<file path="src/rtl/apuf_crp_ctrl.sv">
// Challenge/response controller for an arbiter PUF: holds a challenge on both paths,
// fires the trigger NREP times, majority-votes the synchronized arbiter output.
module apuf_crp_ctrl #(
  parameter int unsigned NSTAGE  = 128,
  parameter int unsigned NREP    = 7,
  parameter int unsigned SETTLE  = 4,
  parameter int unsigned TIMEOUT = 255,
  parameter int unsigned RECOVER = 4
) (
  input  logic              clk,
  input  logic              rst,
  input  logic              ch_valid,
  output logic              ch_ready,
  input  logic [NSTAGE-1:0] ch_data,
  output logic [NSTAGE-1:0] cT,
  output logic [NSTAGE-1:0] cB,
  output logic              tigSignal,
  input  logic              respReady,
  input  logic              respBit,
  output logic              resp_valid,
  input  logic              resp_ready,
  output logic              resp_bit,
  output logic [7:0]        resp_ones,
  output logic              resp_err
);

  localparam int unsigned SW = (SETTLE  > 1) ? $clog2(SETTLE + 1)  : 1;
  localparam int unsigned TW = (TIMEOUT > 1) ? $clog2(TIMEOUT + 1) : 1;
  localparam int unsigned RW = (RECOVER > 1) ? $clog2(RECOVER + 1) : 1;

  typedef enum logic [2:0] {
    StIdle, StSettle, StFire, StWait, StSample, StRelax, StDone
  } state_e;

  state_e            state_q, state_d;
  logic              rr_meta, rr_s, rb_meta, rb_s;
  logic [NSTAGE-1:0] ct_q, ct_d, cb_q, cb_d;
  logic [7:0]        ones_q, ones_d, rep_q, rep_d;
  logic              err_q, err_d;
  logic              tig_q, tig_d;
  logic [SW-1:0]     settle_q, settle_d;
  logic [TW-1:0]     tmo_q, tmo_d;
  logic [RW-1:0]     rlx_q, rlx_d;
  logic              rbit_q, rbit_d, rerr_q, rerr_d;
  logic [7:0]        rones_q, rones_d;

  // Two-flop synchronizers; the raw PUF status lines are used nowhere else.
  always_ff @(posedge clk) begin
    if (rst) begin
      rr_meta <= 1'b0;
      rr_s    <= 1'b0;
      rb_meta <= 1'b0;
      rb_s    <= 1'b0;
    end else begin
      rr_meta <= respReady;
      rr_s    <= rr_meta;
      rb_meta <= respBit;
      rb_s    <= rb_meta;
    end
  end

  // State, challenge, counter and result registers.
  always_ff @(posedge clk) begin
    if (rst) begin
      state_q  <= StIdle;
      ct_q     <= '0;
      cb_q     <= '0;
      ones_q   <= '0;
      rep_q    <= '0;
      err_q    <= 1'b0;
      tig_q    <= 1'b0;
      settle_q <= '0;
      tmo_q    <= '0;
      rlx_q    <= '0;
      rbit_q   <= 1'b0;
      rones_q  <= '0;
      rerr_q   <= 1'b0;
    end else begin
      state_q  <= state_d;
      ct_q     <= ct_d;
      cb_q     <= cb_d;
      ones_q   <= ones_d;
      rep_q    <= rep_d;
      err_q    <= err_d;
      tig_q    <= tig_d;
      settle_q <= settle_d;
      tmo_q    <= tmo_d;
      rlx_q    <= rlx_d;
      rbit_q   <= rbit_d;
      rones_q  <= rones_d;
      rerr_q   <= rerr_d;
    end
  end

  // Next-state logic; the trigger is registered so tig_d is the value for the next cycle.
  always_comb begin
    state_d  = state_q;
    ct_d     = ct_q;
    cb_d     = cb_q;
    ones_d   = ones_q;
    rep_d    = rep_q;
    err_d    = err_q;
    tig_d    = 1'b0;
    settle_d = settle_q;
    tmo_d    = tmo_q;
    rlx_d    = rlx_q;
    rbit_d   = rbit_q;
    rones_d  = rones_q;
    rerr_d   = rerr_q;
    unique case (state_q)
      StIdle: begin
        if (ch_valid) begin
          ct_d     = ch_data;
          cb_d     = ch_data;
          ones_d   = '0;
          rep_d    = '0;
          err_d    = 1'b0;
          settle_d = '0;
          state_d  = StSettle;
        end
      end
      StSettle: begin
        if (settle_q == SW'(SETTLE - 1)) state_d = StFire;
        else settle_d = settle_q + 1'b1;
      end
      StFire: begin
        tig_d   = 1'b1;
        tmo_d   = '0;
        state_d = StWait;
      end
      StWait: begin
        tig_d = 1'b1;
        // Arrival beats timeout when both happen on the same cycle.
        if (rr_s) begin
          state_d = StSample;
        end else if (tmo_q == TW'(TIMEOUT)) begin
          tig_d   = 1'b0;
          err_d   = 1'b1;
          rlx_d   = '0;
          state_d = StRelax;
        end else begin
          tmo_d = tmo_q + 1'b1;
        end
      end
      StSample: begin
        if (rep_q != 8'(NREP)) begin
          ones_d = ones_q + {7'd0, rb_s};
          rep_d  = rep_q + 8'd1;
        end
        rlx_d   = '0;
        state_d = StRelax;
      end
      StRelax: begin
        if (rr_s) begin
          rlx_d = '0;
        end else if (rlx_q == RW'(RECOVER - 1)) begin
          if (rep_q < 8'(NREP) && !err_q) begin
            state_d = StFire;
          end else begin
            rbit_d  = (ones_q > 8'(NREP / 2)) && !err_q;
            rones_d = ones_q;
            rerr_d  = err_q;
            state_d = StDone;
          end
        end else begin
          rlx_d = rlx_q + 1'b1;
        end
      end
      StDone: begin
        if (resp_ready) state_d = StIdle;
      end
      default: state_d = StIdle;
    endcase
  end

  assign ch_ready   = (state_q == StIdle) && !rst;
  assign resp_valid = (state_q == StDone);
  assign cT         = ct_q;
  assign cB         = cb_q;
  assign tigSignal  = tig_q;
  assign resp_bit   = rbit_q;
  assign resp_ones  = rones_q;
  assign resp_err   = rerr_q;

endmodule

</file>
<file path="config.mk">
export PLATFORM = sky130hd
export DESIGN_NAME = apuf_crp_ctrl
export DESIGN_NICKNAME = d
export VERILOG_FILES = /design/src/rtl/apuf_crp_ctrl.sv
export SDC_FILE = /design/constraint.sdc
export NUM_CORES = 1
export LEC_CHECK = 0
export CAP_MARGIN = 30
export CORE_ASPECT_RATIO = 0.7
export CORE_UTILIZATION = 36
export DETAILED_ROUTE_END_ITERATION = 12
export HOLD_SLACK_MARGIN = 0.03
export PLACE_DENSITY = 0.78
export REMOVE_ABC_BUFFERS = 1
export SLEW_MARGIN = 20
export SYNTH_ARGS = -nofsm -noshare
export SYNTH_HDL_FRONTEND = slang
export SYNTH_SLANG_ARGS = --single-unit
</file>
<file path="constraint.sdc">
create_clock -name clk -period 1.6 [get_ports clk]
set_input_delay 0.32 -clock clk [delete_from_list [all_inputs] [get_ports clk]]
set_output_delay 0.32 -clock clk [all_outputs]
set_load 0.02 [all_outputs]
</file>
==> results of run 1 <==
area by class of cell:
cell class | instances | share of cell area
antenna | 2 | 0.000337
clock buffer | 18 | 0.0289
tap | 276 | 0.0233
clock inverter | 14 | 0.0152
inverter | 6 | 0.00152
sequential | 177 | 0.241
multi-input combinational | 596 | 0.324
timing repair buffer | 535 | 0.365
placed cells by master (no fill, tap or decap), types with 5 or more instances in the layout:
cell,instances
o21ai_0,7
nand2_1,136
buf_6,29
nand3_1,12
buf_12,27
a21oi_2,119
inv_1,6
clkbuf_16,23
nand2_4,121
a21oi_1,33
nor2_1,20
nand4_1,5
bufinv_16,5
dfxtp_2,16
buf_4,61
clkdlybuf4s15_1,20
dlygate4sd2_1,238
nor2b_1,5
or3_1,10
clkbuf_2,10
mux2i_1,14
nand2_2,19
clkdlybuf4s50_1,131
buf_16,9
dfxtp_1,158
registers in the layout, indices dropped and copies added (netlist names):
signal     flops
resp_ones      8
rlx_q          3
err_q          1
rr_meta        1
state_q        3
ones_q         8
rb_s           1
settle_q       3
rep_q          8
cB           128
resp_err       1
rr_s           1
tigSignal      1
rb_meta        1
tmo_q          8
resp_bit       1
worst max-delay path, stage by stage (launching register included):
cell and delay (ns):
dfxtp_4 0.36, buf_12 0.14, or4b_4 0.56, buf_12 0.19, buf_12 0.16, clkbuf_16 0.18
nand2_4 0.06, a21oi_2 0.04
stage by stage:
stage | setup TNS (ns) | instances
finish | -25.88 | 1624
global route | -33.31 | 1624
CTS | -16.73 | 1609
detailed placement | -69.37 | 1535
global placement | -64.42 | 1535
floorplan | -646.50 | 779
per-layer routing:
metal / track usage / up-vias
li1: - / 3846
met1: 0.328 / 4099
met2: 0.471 / 342
met3: 0.0510 / 74
met4: 0.122 / 0
met5: 0 / -
cells by family (layout without fill, tap and decap cells):
family	after synthesis	count (layout)
flip-flops	177	177
buffers and inverters	192	573
other	0	2
adder cells (fa/ha/maj)	8	8
multiplexers	14	14
XOR/XNOR	3	3
AO/OA/AOI/OAI	191	191
AND/OR/NAND/NOR	380	380
power by group:
part	internal [W]	switching, W	leakage [nW]
sequential	0.00476	0.000512	1.45
combinational	0.00253	0.00295	5.11
clock	0.00281	0.00189	0.313
total	0.0101	0.00536	6.88
what timing repair did:
action / in CTS / in global routing
resized for setup: 580 / 318
cloned: 18 / 7
pin swaps: 195 / 133
setup buffers: 24 / 20
endpoints found under the setup margin: 433 / 201
worst paths after layout:
path | start | endpoint | cells past startpoint
max | state_q[2]$_SDFFE_PP0P_ | cB[111]$_SDFFE_PP0P_ | 7
min | rst | rlx_q[0]$_SDFFE_PP0P_ | 3
max reg2reg | state_q[2]$_SDFFE_PP0P_ | cB[111]$_SDFFE_PP0P_ | 7
min reg2reg | rb_meta$_SDFF_PP0_ | rb_s$_SDFF_PP0_ | 1
==> metrics.md, run 1 <==
| Metric | Value |
|---|---|
| Post-Syn Instances | `965` |
| Initial DRC count | `410` |
| First-pass GRT wire length | `46.1 mm` |
| Post-synth EDFFs | `0` |
| DRC viols | `0` |
| Power Total | `0.0155 W` |
| MaxCap Viol Count | `0` |
| DRT met1 WL | `13.4 mm` |
| Worst hold margin | `0.304 ns` |
| Outcome | `finished, violations left` |
| Worst-Margin Slew | `0.668 ns` |
| Worst skew pair latency | `0.43 ns` |
| Placed instance area | `11600 um2` |
| DR WL met3 | `1.94 mm` |
| Minimum clock period | `1.84 ns` |
| FF/Latch Area | `3570 um2` |
| Die Ht | `125 um` |
| Final period util | `1.15` |
| Mux contribution to synthesized area | `0.0181` |
| Largest family of logic cells by synthesized area | `simple AND/OR/NAND/NOR gates` |
| Clock skew | `0.0151 ns` |
| Max FO, Critical Path | `8` |
| Leak Pwr | `6.88 nW` |
| CTS sink cnt | `177` |
| Unrepaired setup endpoints after global routing | `yes` |
| TritonCTS buffer count | `17` |
| Post-synthesis simple-gate area fraction | `0.213` |
| CTS Hold Bufs | `0` |
| Max rail drop VDD | `0.711 mV` |
| DP Wirelength | `19.6 mm` |
| CP Launch Type | `register` |
| WL/cell | `20.6 um` |
| Violations in the final reports | `setup timing` |
| Mapped Area | `7750 um2` |
| Hold Fails Final Rpt | `0` |
| GPL Wtd Cong | `0.896` |
| Starting density of the core | `0.371` |
| Fillers | `1582` |
| Share of cells above drive strength 1 | `0.382` |
| Area fraction in compound gates after synthesis | `0.136` |
| Vias in the first global route | `8110` |
| Clock root buffer master | `clkbuf_16` |
| DIE AREA | `22100 um2` |
| Largest net degree at the start of global routing | `93` |
| Total number of vias | `8361` |
| Yosys top cell area share | `0.457` |
| Fin. max-slew vios | `0` |
| GRT overflow | `0` |
| Multi-input gate area | `4810 um2` |
| Hold Path Class | `in2reg` |
| Register area share after synthesis | `0.457` |
| DR pass1 iterations | `4` |
| Rel. slew slack | `0.555` |
| I/O Pins | `403` |
| GRT Total Usage | `0.273` |
| Flop2flop setup slack | `-0.24 ns` |
| PD cells | `1040 nW/um2` |
| Mean post-synth cell area | `8.03 um2` |
| CTS tree | `built` |
| Clock Path Buffers | `2` |
| FF+latch count, synth | `177` |
| CTS clk-pin slew, worst paths | `0.07 ns` |
| Worst Path Arrival | `2.12 ns` |
| Yosys top cell by area | `dfxtp_1` |
| Core area | `20900 um2` |
| CTS H-Tree Depth | `4` |
| Final worst slack | `-0.244 ns` |
| Dominant synthesized flop cell | `dfxtp_1` |
| Count leader, synth | `nand2_1` |
| Fmax | `542 MHz` |
| Synth top area cells | `dfxtp_1 46%, nand2_1 13%, buf_4 13%` |
| Final Cell Area | `14800 um2` |
| Post-Synth Adder-Cell Area | `0.0129` |
| Area grow syn2layout | `91.4%` |
| Row count | `44` |
| Final ANT Viol Nets | `0` |
| Net count, final | `1475` |
| Pre-CTS setup slack | `-0.546 ns` |
| Max layer used | `met4` |
| Met2 WL | `16.9 mm` |
| Port bufs | `402` |
| FFs w/ async S/R, synth | `0` |
| Post-Synth XOR/XNOR Area | `0.00339` |
| Vias/cell | `5.15` |
| Worst Path Required | `1.88 ns` |
| Setup violations, final | `168` |
| Final WL | `33.4 mm` |
| Initial antenna violation count | `2` |
| Kind of critical path | `reg2reg` |
| Chip Width | `177 um` |
| Synth top cells by count | `278 x nand2_1, 177 x dfxtp_1, 152 x a21oi_1, 130 x buf_4, 44 x clkbuf_1` |
| Fin util | `0.709` |
| CP endpoint kind | `register` |
| Synth unique cells | `55` |
| Yosys Warn Count | `0` |
(Power assumes the default switching activity.)
==> run 2, diff against run 1 <==
--- a/config.mk
+++ b/config.mk
@@ -7,10 +7,11 @@
 export LEC_CHECK = 0
 export CAP_MARGIN = 30
 export CORE_ASPECT_RATIO = 0.7
-export CORE_UTILIZATION = 36
+export CORE_UTILIZATION = 30
+export CTS_BUF_LIST = sky130_fd_sc_hd__clkbuf_16
 export DETAILED_ROUTE_END_ITERATION = 12
 export HOLD_SLACK_MARGIN = 0.03
-export PLACE_DENSITY = 0.78
+export PLACE_DENSITY = 0.66
 export REMOVE_ABC_BUFFERS = 1
 export SLEW_MARGIN = 20
 export SYNTH_ARGS = -nofsm -noshare
==> run 2 against run 1 <==
  * The flow still finishes with violations (setup timing)
  * Combinational power is 1% lower
  * Register-to-register slack better by 0.02 ns
  * Global-route usage is 5.4 points lower
  * Total power is 3.4% lower
  * First-iteration DRC count is 22% lower
  * Fmax is 0.93% higher
  * Design area is 1.8% lower
  * Sequential share of layout area is 0.39 points higher
  * Worst setup slack better by 0.017 ns
==> metrics.md, run 2 (synthesized netlist as in run 1, its figures left out) <==
| Metric | Value |
|---|---|
| GPL Wtd Cong | `0.804` |
| Worst Path Arrival | `2.20 ns` |
| CP Launch Type | `register` |
| DP Wirelength | `19.2 mm` |
| Most frequent cells in the layout | `190 x dlygate4sd2_1, 163 x dfxtp_1, 146 x nand2_1` |
| Unrepaired setup endpoints after global routing | `yes` |
| Max FFs per register | `128` |
| CTS sink cnt | `177` |
| DR pass1 iterations | `5` |
| Worst skew pair latency | `0.44 ns` |
| Row count | `48` |
| CP endpoint kind | `register` |
| Max rail drop VDD | `0.668 mV` |
| Area grow syn2layout | `88.0%` |
| Net Sw Frac | `0.359` |
| Vias in the first global route | `7777` |
| First-pass GRT wire length | `44.4 mm` |
| Final WL | `31.4 mm` |
| CTS H-Tree Depth | `4` |
| Gate power share | `0.362` |
| Slowest Stage Delay on Critical Path | `0.57 ns` |
| Worst-path cell chain | `ha_4 > and4_1 > a221o_1 > or4_4 > a21oi_2` |
| Setup violations, final | `137` |
| CTS clk-pin slew, worst paths | `0.07 ns` |
| Share of cells above drive strength 1 | `0.383` |
| Core area | `25000 um2` |
| Fin. max-slew vios | `0` |
| Violations in the final reports | `setup timing` |
| Clock power frac | `0.287` |
| Outcome | `finished, violations left` |
| Net count, final | `1477` |
| Vias/cell | `4.78` |
| Worst-Margin Slew | `0.898 ns` |
| Hold Path Class | `in2reg` |
| Hold Fails Final Rpt | `0` |
| I/O Pins | `403` |
| Port bufs | `402` |
| Largest net degree at the start of global routing | `89` |
| Setup TNS | `-20.24 ns` |
| Slowest CP cell | `or4_4` |
| Final ANT Viol Nets | `0` |
| Chip Width | `194 um` |
| Minimum clock period | `1.83 ns` |
| Seq pwr share | `0.351` |
| Clock Path Buffers | `2` |
| GRT Total Usage | `0.220` |
| Leak Pwr | `6.63 nW` |
| PD cells | `1030 nW/um2` |
| Worst path buffer plus inverter count | `0` |
| Fillers | `2169` |
| MaxCap Viol Count | `0` |
| GRT overflow | `0` |
| Kind of critical path | `reg2reg` |
| Initial antenna violation count | `0` |
| Final period util | `1.14` |
| Antenna cells | `0` |
| Commonest non-fill, non-tap cell in the layout | `dlygate4sd2_1` |
| Worst reg2reg startpoint | `tmo_q[1]$_SDFFE_PP0P_` |
| Initial DRC count | `320` |
| HP Start | `rst` |
| Die Ht | `136 um` |
| Pre-CTS setup slack | `-0.465 ns` |
| Starting density of the core | `0.310` |
| DRC viols | `0` |
| Worst Path Required | `1.97 ns` |
| Switching power | `0.00536 W` |
| Clock skew | `0.00894 ns` |
| Max FO, Critical Path | `4` |
| DIE AREA | `26500 um2` |
| Final worst slack | `-0.227 ns` |
| CTS Hold Bufs | `0` |
| WL/cell | `18.8 um` |
| Pint | `0.00958 W` |
| CP Launch Point | `tmo_q[1]$_SDFFE_PP0P_` |
| Crit path max-delay family | `simple AND/OR/NAND/NOR gates` |
| Total number of vias | `7999` |
| CTS tree | `built` |
| Rel. slew slack | `0.401` |
| Fmax | `547 MHz` |
| Clock root buffer master | `clkbuf_16` |
| TritonCTS buffer count | `17` |
==> run 2: final cells by class <==
| class | count | area, um2 | area share |
|---|---|---|---|
| clock inverters | 15 | 171 | 0.0118 |
| clock buffers | 17 | 425 | 0.0292 |
| inverters | 6 | 22.5 | 0.00155 |
| flip-flops and latches | 177 | 3570 | 0.245 |
| repair buffers | 537 | 5410 | 0.371 |
| well taps | 325 | 407 | 0.0279 |
| multi-input cells | 596 | 4570 | 0.313 |
==> run 2: worst paths after layout <==
| path | slack, ns | depth (start not counted) | to |
|---|---|---|---|
| worst max-delay path | -0.23 | 5 | tmo_q[5]$_SDFFE_PP0P_ |
| worst min-delay path | 0.26 | 3 | cB[72]$_SDFFE_PP0P_ |
| worst max register to register | -0.23 | 5 | tmo_q[5]$_SDFFE_PP0P_ |
| worst min register to register | 0.44 | 1 | rb_s$_SDFF_PP0_ |
==> run 2: through the flow <==
step | power, W | cells | area (um2) | util | hold slack [ns]
final | 0.0149 | 1673 | 14600 | 0.583 | 0.261
after global placement | 0.00909 | 1584 | 11600 | 0.466 | 0.421
after detailed placement | 0.00912 | 1584 | 11600 | 0.466 | 0.424
after floorplan | 0.00680 | 779 | 6540 | - | 0.389
after CTS | 0.0144 | 1656 | 13600 | 0.546 | 0.230
after global routing | 0.0155 | 1673 | 14600 | 0.583 | 0.230
==> run 2: worst reg2reg max path, delay by kind of cell (launching register included) <==
family | cells | cell delay (ns)
flip-flops | 1 | 0.34
AO/OA/AOI/OAI | 2 | 0.51
AND/OR/NAND/NOR | 2 | 0.76
adder cells (fa/ha/maj) | 1 | 0.15
==> run 2: metal layers <==
| metal | vias up | share of wire | wire length [um] | GRT usage |
|---|---|---|---|---|
| met5 | - | 0 | 0 | 0 |
| met4 | 0 | 0.011 | 361 | 0.0661 |
| met3 | 26 | 0.052 | 1630 | 0.0494 |
| met2 | 251 | 0.51 | 15900 | 0.373 |
| met1 | 3866 | 0.43 | 13500 | 0.279 |
| li1 | 3856 | - | - | - |
==> run 2: power by group through the flow <==
stage / registers [W] / clock network (W) / logic [W]
final: 0.00525 / 0.00428 / 0.00541
after global routing: 0.00530 / 0.00455 / 0.00569
after CTS: 0.00517 / 0.00435 / 0.00484
after detailed placement: 0.00520 / 0 / 0.00392
after global placement: 0.00520 / 0 / 0.00389
after floorplan: 0.00593 / 0 / 0.000878
==> run 2: what timing repair did <==
| action | in CTS | in global routing |
|---|---|---|
| pin swaps | 221 | 77 |
| endpoints found under the setup margin | 434 | 199 |
| setup buffers | 20 | 17 |
| cloned | 20 | 5 |
| resized for setup | 581 | 315 |
